## config.mk

```make
export PLATFORM = sky130hd
export DESIGN_NAME = instr_encoder_loader
export DESIGN_NICKNAME = d
export VERILOG_FILES = /design/src/rtl/instr_encoder_loader.sv
export SDC_FILE = /design/constraint.sdc
export NUM_CORES = 1
export LEC_CHECK = 0
export ABC_AREA = 1
export ABC_CLOCK_PERIOD_IN_PS = 2900
export CAP_MARGIN = 25
export CORE_MARGIN = 10
export CORE_UTILIZATION = 42
export DETAILED_ROUTE_END_ITERATION = 8
export PLACE_DENSITY_LB_ADDON = 0.15
export SYNTH_ARGS = -nofsm -noshare
export SYNTH_HDL_FRONTEND = slang
export SYNTH_SLANG_ARGS = --single-unit
```

## constraint.sdc

```tcl
create_clock -name clk -period 2.9 [get_ports clk]
set_clock_uncertainty 0.1 [all_clocks]
set_input_delay 0.87 -clock clk [delete_from_list [all_inputs] [get_ports clk]]
set_output_delay 0.87 -clock clk [all_outputs]
set_load 0.005 [all_outputs]
```

## src/rtl/instr_encoder_loader.sv

```systemverilog
// Encodes symbolic MIPS operations into machine words and streams them into IM.
// Optional delay-slot padding after branches/jumps: define INSTR_ENC_DELAY_SLOT_EN.
module instr_encoder_loader #(
    parameter logic [31:0] BASE_ADDR = 32'h0000_3000,
    parameter int          DEPTH     = 1024
) (
    input  logic        clk,
    input  logic        reset,
    input  logic        in_valid,
    output logic        in_ready,
    input  logic [3:0]  op_sel,
    input  logic [4:0]  rs,
    input  logic [4:0]  rt,
    input  logic [4:0]  rd,
    input  logic [15:0] imm,
    input  logic [25:0] target,
    input  logic        finish,
    output logic        im_we,
    output logic [31:0] im_addr,
    output logic [31:0] im_wdata,
    output logic [10:0] word_cnt,
    output logic        full,
    output logic        err,
    output logic        done
);

    localparam logic [10:0] DEPTH_C = 11'(DEPTH);

`ifdef INSTR_ENC_DELAY_SLOT_EN
    typedef enum logic [1:0] {IDLE = 2'd0, WRITE = 2'd1, SLOT = 2'd2, DONE = 2'd3} state_t;
`else
    typedef enum logic [1:0] {IDLE = 2'd0, WRITE = 2'd1, DONE = 2'd3} state_t;
`endif

    state_t      state_q, state_d;
    logic        im_we_q, im_we_d;
    logic [31:0] im_addr_q, im_addr_d;
    logic [31:0] im_wdata_q, im_wdata_d;
    logic [10:0] word_cnt_q, word_cnt_d;
    logic        err_q, err_d;
    logic        done_q, done_d;
    logic        full_s;
`ifdef INSTR_ENC_DELAY_SLOT_EN
    logic        branch_q, branch_d;
`endif

    function automatic logic op_legal(input logic [3:0] op);
        return (op <= 4'd9);
    endfunction

    function automatic logic op_is_branch(input logic [3:0] op);
        return (op == 4'd5) || (op == 4'd7) || (op == 4'd8) || (op == 4'd9);
    endfunction

    // Illegal selectors encode as an all-zero nop word.
    function automatic logic [31:0] encode_instr(
        input logic [3:0]  op,
        input logic [4:0]  rs_i,
        input logic [4:0]  rt_i,
        input logic [4:0]  rd_i,
        input logic [15:0] imm_i,
        input logic [25:0] tgt_i
    );
        logic [31:0] w;
        case (op)
            4'd0:    w = {6'b000000, rs_i, rt_i, rd_i, 5'b00000, 6'b100001};
            4'd1:    w = {6'b000000, rs_i, rt_i, rd_i, 5'b00000, 6'b100011};
            4'd2:    w = {6'b001101, rs_i, rt_i, imm_i};
            4'd3:    w = {6'b100011, rs_i, rt_i, imm_i};
            4'd4:    w = {6'b101011, rs_i, rt_i, imm_i};
            4'd5:    w = {6'b000100, rs_i, rt_i, imm_i};
            4'd6:    w = {6'b001111, 5'b00000, rt_i, imm_i};
            4'd7:    w = {6'b000011, tgt_i};
            4'd8:    w = {6'b000000, rs_i, 15'b0, 6'b001000};
            4'd9:    w = {6'b000010, tgt_i};
            default: w = 32'h0000_0000;
        endcase
        return w;
    endfunction

    assign full_s   = (word_cnt_q == DEPTH_C);
    assign in_ready = (state_q == IDLE) && !full_s && !done_q;

    // Next-state and next-output computation for the write sequencer.
    always_comb begin
        state_d    = state_q;
        im_we_d    = 1'b0;
        im_addr_d  = im_addr_q;
        im_wdata_d = im_wdata_q;
        word_cnt_d = word_cnt_q;
        err_d      = err_q;
        done_d     = done_q;
`ifdef INSTR_ENC_DELAY_SLOT_EN
        branch_d   = branch_q;
`endif
        case (state_q)
            IDLE: begin
                // finish has priority over a simultaneous request
                if (finish) begin
                    state_d = DONE;
                    done_d  = 1'b1;
                end else if (in_valid && in_ready) begin
                    state_d    = WRITE;
                    im_we_d    = 1'b1;
                    im_wdata_d = encode_instr(op_sel, rs, rt, rd, imm, target);
                    err_d      = err_q | !op_legal(op_sel);
`ifdef INSTR_ENC_DELAY_SLOT_EN
                    branch_d   = op_is_branch(op_sel);
`endif
                end else begin
                    state_d = IDLE;
                end
            end
            WRITE: begin
                im_addr_d  = im_addr_q + 32'd4;
                word_cnt_d = word_cnt_q + 11'd1;
                state_d    = IDLE;
`ifdef INSTR_ENC_DELAY_SLOT_EN
                // A branch that took the last word loses its slot and flags it.
                if (branch_q) begin
                    if ((word_cnt_q + 11'd1) < DEPTH_C) begin
                        state_d    = SLOT;
                        im_we_d    = 1'b1;
                        im_wdata_d = 32'h0000_0000;
                    end else begin
                        err_d = 1'b1;
                    end
                end else begin
                    state_d = IDLE;
                end
`endif
            end
`ifdef INSTR_ENC_DELAY_SLOT_EN
            SLOT: begin
                im_addr_d  = im_addr_q + 32'd4;
                word_cnt_d = word_cnt_q + 11'd1;
                state_d    = IDLE;
            end
`endif
            DONE: begin
                state_d = DONE;
            end
            default: begin
                state_d = IDLE;
            end
        endcase
    end

    // State and registered outputs; reset also cancels any in-flight write pulse.
    always_ff @(posedge clk or posedge reset) begin
        if (reset) begin
            state_q    <= IDLE;
            im_we_q    <= 1'b0;
            im_addr_q  <= BASE_ADDR;
            im_wdata_q <= 32'h0000_0000;
            word_cnt_q <= 11'd0;
            err_q      <= 1'b0;
            done_q     <= 1'b0;
`ifdef INSTR_ENC_DELAY_SLOT_EN
            branch_q   <= 1'b0;
`endif
        end else begin
            state_q    <= state_d;
            im_we_q    <= im_we_d;
            im_addr_q  <= im_addr_d;
            im_wdata_q <= im_wdata_d;
            word_cnt_q <= word_cnt_d;
            err_q      <= err_d;
            done_q     <= done_d;
`ifdef INSTR_ENC_DELAY_SLOT_EN
            branch_q   <= branch_d;
`endif
        end
    end

    assign im_we    = im_we_q;
    assign im_addr  = im_addr_q;
    assign im_wdata = im_wdata_q;
    assign word_cnt = word_cnt_q;
    assign full     = full_s;
    assign err      = err_q;
    assign done     = done_q;

endmodule

```

==> flow_summary.json <==
{
  "globalRouteMet3Util": 0.0717,
  "vias_per_cell": 4.73,
  "p_leak_nw": 3.01,
  "netlist_area_um2": 4230,
  "ctsHtreeMaxLevel": 3,
  "min_period_ns": 2.77,
  "r2r-end": "im_addr[18]$_DFFE_PP0N_",
  "die_w_um": 120,
  "fill_cells": 904,
  "rr_worst_depth": 8,
  "antenna_found_initial": 0,
  "crit_family": "buffers and inverters",
  "yosysWarnings": 0,
  "grt_use_total": 0.164,
  "rsz0062_at_grt": "no",
  "pin_count": 145,
  "grt_max_degree": 78,
  "power_per_cell_area_nw_per_um2": 370,
  "grt_pass1_vias": 4121,
  "wl_um": 11800,
  "p_seq_frac": 0.484,
  "final_hold_viol_count": 0,
  "crit_type": "reg -> out",
  "cts_tree": "built",
  "seqCellArea_um2": 1930,
  "root_buffer": "clkbuf_8",
  "crit_slowest_cell": "clkdlybuf4s50_1",
  "setup_ws_ns": 0.126,
  "clkSinkCount": 77,
  "cp.arrival_ns": 1.80,
  "outcome": "complete, no violations",
  "rows": 36,
  "vias": 3886,
  "place_ws_ns": 0.283,
  "path_depth": 5,
  "busiest_layer": "met2",
  "seq_area_frac_synth": 0.456,
  "setup_violations": 0,
  "hold_class": "reg -> reg",
  "drive_above_1_share": 0.102,
  "critical_path.startpoint": "word_cnt[0]$_DFFE_PP0N_",
  "cpPeakStageDelay_ns": 0.52,
  "drv_cap": 0,
  "avgSynthCellArea_um2": 7.87,
  "crit_required_ns": 1.93,
  "drc_errors": 0,
  "tns_ns": 0,
  "dp_hpwl_um": 9100,
  "use_met1": 0.182,
  "clockBufferDepth": 2,
  "drt_first_pass_iters": 4,
  "period_share": 0.957,
  "gr-total-overflow": 0,
  "cts_buffers": 9,
  "clkPwrFrac": 0.428,
  "insertion_delay_ns": 0.35,
  "path_buf_inv": 2,
  "die_h_um": 120,
  "fin_util": 0.613,
  "critPathCapture": "full",
  "pwr-share-comb": 0.088,
  "io_buffer_count": 141,
  "p_int_mw": 1.71,
  "grt_use_met2": 0.271,
  "synth_cells": 538,
  "crit_chain": "inv_2 > ha_1 > nand3_1 > nor2_2 > clkdlybuf4s50_1",
  "place_congestion": 0.875,
  "grt_pass1_wl_um": 19700,
  "clk_pin_slew_ns": 0.08,
  "ant_nets": 0,
  "critPathMaxFanout": 2,
  "fmax_mhz": 360,
  "multi_input_area_um2": 1970,
  "max-vdd-ir-drop_v": 0.000266,
  "start_util": 0.433,
  "yosysUniqueCellTypes": 30,
  "start_kind": "flop",
  "critPathCaptureType": "output pin",
  "ys_ff_latch": 77,
  "switching_share": 0.229,
  "drt_iter0_markers": 237,
  "timing.rr.start": "state_q[1]$_DFF_PP0_",
  "area_growth_pct": 41.5,
  "coreArea_um2": 9770,
  "drv_slew": 0,
  "nets": 755,
  "ff2ff_setup_slack_ns": 0.82,
  "routedWlPerCell_um": 14.4,
  "power.net_switching_mw": 0.508,
  "die-area_um2": 14500,
  "n_antenna_cell": 0
}
-- kinds of logic after synthesis --
group | synth area share
other | 0.000886
adders and majority gates | 0.0177
AOI/OAI and AO/OA | 0.00917
buffers and inverters | 0.0810
xor gates and xnor gates | 0.0600
and+or+nand+nor | 0.375
DFF | 0.456
-- stage by stage --
stage / hold WS (ns) / total power [mW] / instances / cell area [um^2]
after floorplan: 0.357 / 1.19 / 540 / 4240
after global placement: 0.351 / 1.29 / 803 / 5730
after detailed placement: 0.357 / 1.29 / 803 / 5730
after CTS: 0.378 / 2.24 / 820 / 5970
after global routing: 0.394 / 2.30 / 822 / 5990
final: 0.369 / 2.22 / 822 / 5990
-- worst min-delay path, cell delays in order (launching register included) --
cell and delay (ns):
dfrtp_1 0.35, inv_1 0.04, nand2_1 0.05
-- area by class of cell --
type	instances	share of cell area
repair buffers	148	0.249
multi-input cells	396	0.329
well taps	133	0.0278
clock inverters	5	0.0138
clock buffers	11	0.0253
flip-flops and latches	77	0.322
inverters	52	0.0332
-- Yosys cell counts, drive strengths merged --
library cell  count  area, um^2
nand2           243         975
dfrtp            75        1880
inv              52         195
nor2             50         238
nand3            43         260
xor2             18         158
buf              15         148
xnor2            11        96.3
nand4             8        50.1
ha                6        75.1
nor3              4        36.3
nand3b            3        22.5
dfstp             2        52.6
o21ai             2        10.0
a21oi             1        5.00
a22oi             1        7.51
conb              1        3.75
nand2b            1        6.26
o2111ai           1        8.76
o21bai            1        7.51
-- flip-flops by register name, summed over array words and instances, names as in the netlist --
| name | flops |
|---|---|
| im_wdata | 31 |
| im_we | 1 |
| state_q | 2 |
| word_cnt | 11 |
| done | 1 |
| im_addr | 30 |
| err | 1 |
-- what timing repair did --
item	4_1_cts	5_1_grt
endpoints found under the setup margin	2	2
pin swaps	0	1
setup buffers	1	2
hold buffers	0	0
gates resized for setup	0	2
hold endpoints to repair	0	0
-- placed cells by master (no fill, tap or decap) --
cell,synthesis,layout
a22oi_1,1,1
conb_1,1,3
buf_12,1,2
buf_4,8,5
nand4_1,8,8
clkinv_4,0,2
nand2_4,5,5
inv_1,49,47
dfrtp_1,75,75
a21oi_1,1,1
o21ai_0,2,2
nor3_4,1,1
ha_1,6,6
dfstp_2,2,2
nand2_1,228,228
clkinvlp_4,0,1
nor2_2,11,11
nor3_2,1,1
clkdlybuf4s50_1,0,140
o21bai_1,1,1
o2111ai_1,1,1
nor2_4,3,3
clkinv_2,0,1
nand3_1,34,34
nand2b_1,1,1
nor3_1,2,2
bufinv_16,0,2
nand2_2,10,10
dlymetal6s2s_1,0,1
nand3b_1,3,3
nor2_1,36,36
inv_2,3,4
nand3_2,9,9
xnor2_1,11,11
clkbuf_8,0,11
xor2_1,18,18
-- worst min-delay path by stage --
stage	start	endpoint	slack (ns)	cells after the start
after detailed placement	err$_DFFE_PP0P_	err$_DFFE_PP0P_	0.36	2
final	err$_DFFE_PP0P_	err$_DFFE_PP0P_	0.37	2
after floorplan	err$_DFFE_PP0P_	err$_DFFE_PP0P_	0.36	2
after CTS	err$_DFFE_PP0P_	err$_DFFE_PP0P_	0.38	2
after global routing	im_wdata[1]$_DFFE_PP0P_	im_wdata[1]$_DFFE_PP0P_	0.39	2
after global placement	err$_DFFE_PP0P_	err$_DFFE_PP0P_	0.35	2
-- routing by layer --
metal	vias up	share of wire
met4	0	0.019
li1	1934	-
met5	-	0
met2	122	0.47
met3	18	0.095
met1	1812	0.41
-- power by group through the flow --
stage	sequential, mW	clock [mW]	combinational [mW]
after detailed placement	1.09	0	0.198
after global placement	1.09	0	0.195
after floorplan	1.09	0	0.0938
final	1.07	0.949	0.196
after global routing	1.07	1.01	0.217
after CTS	1.07	0.970	0.198
Note: power is estimated with default switching activity, not from simulation.
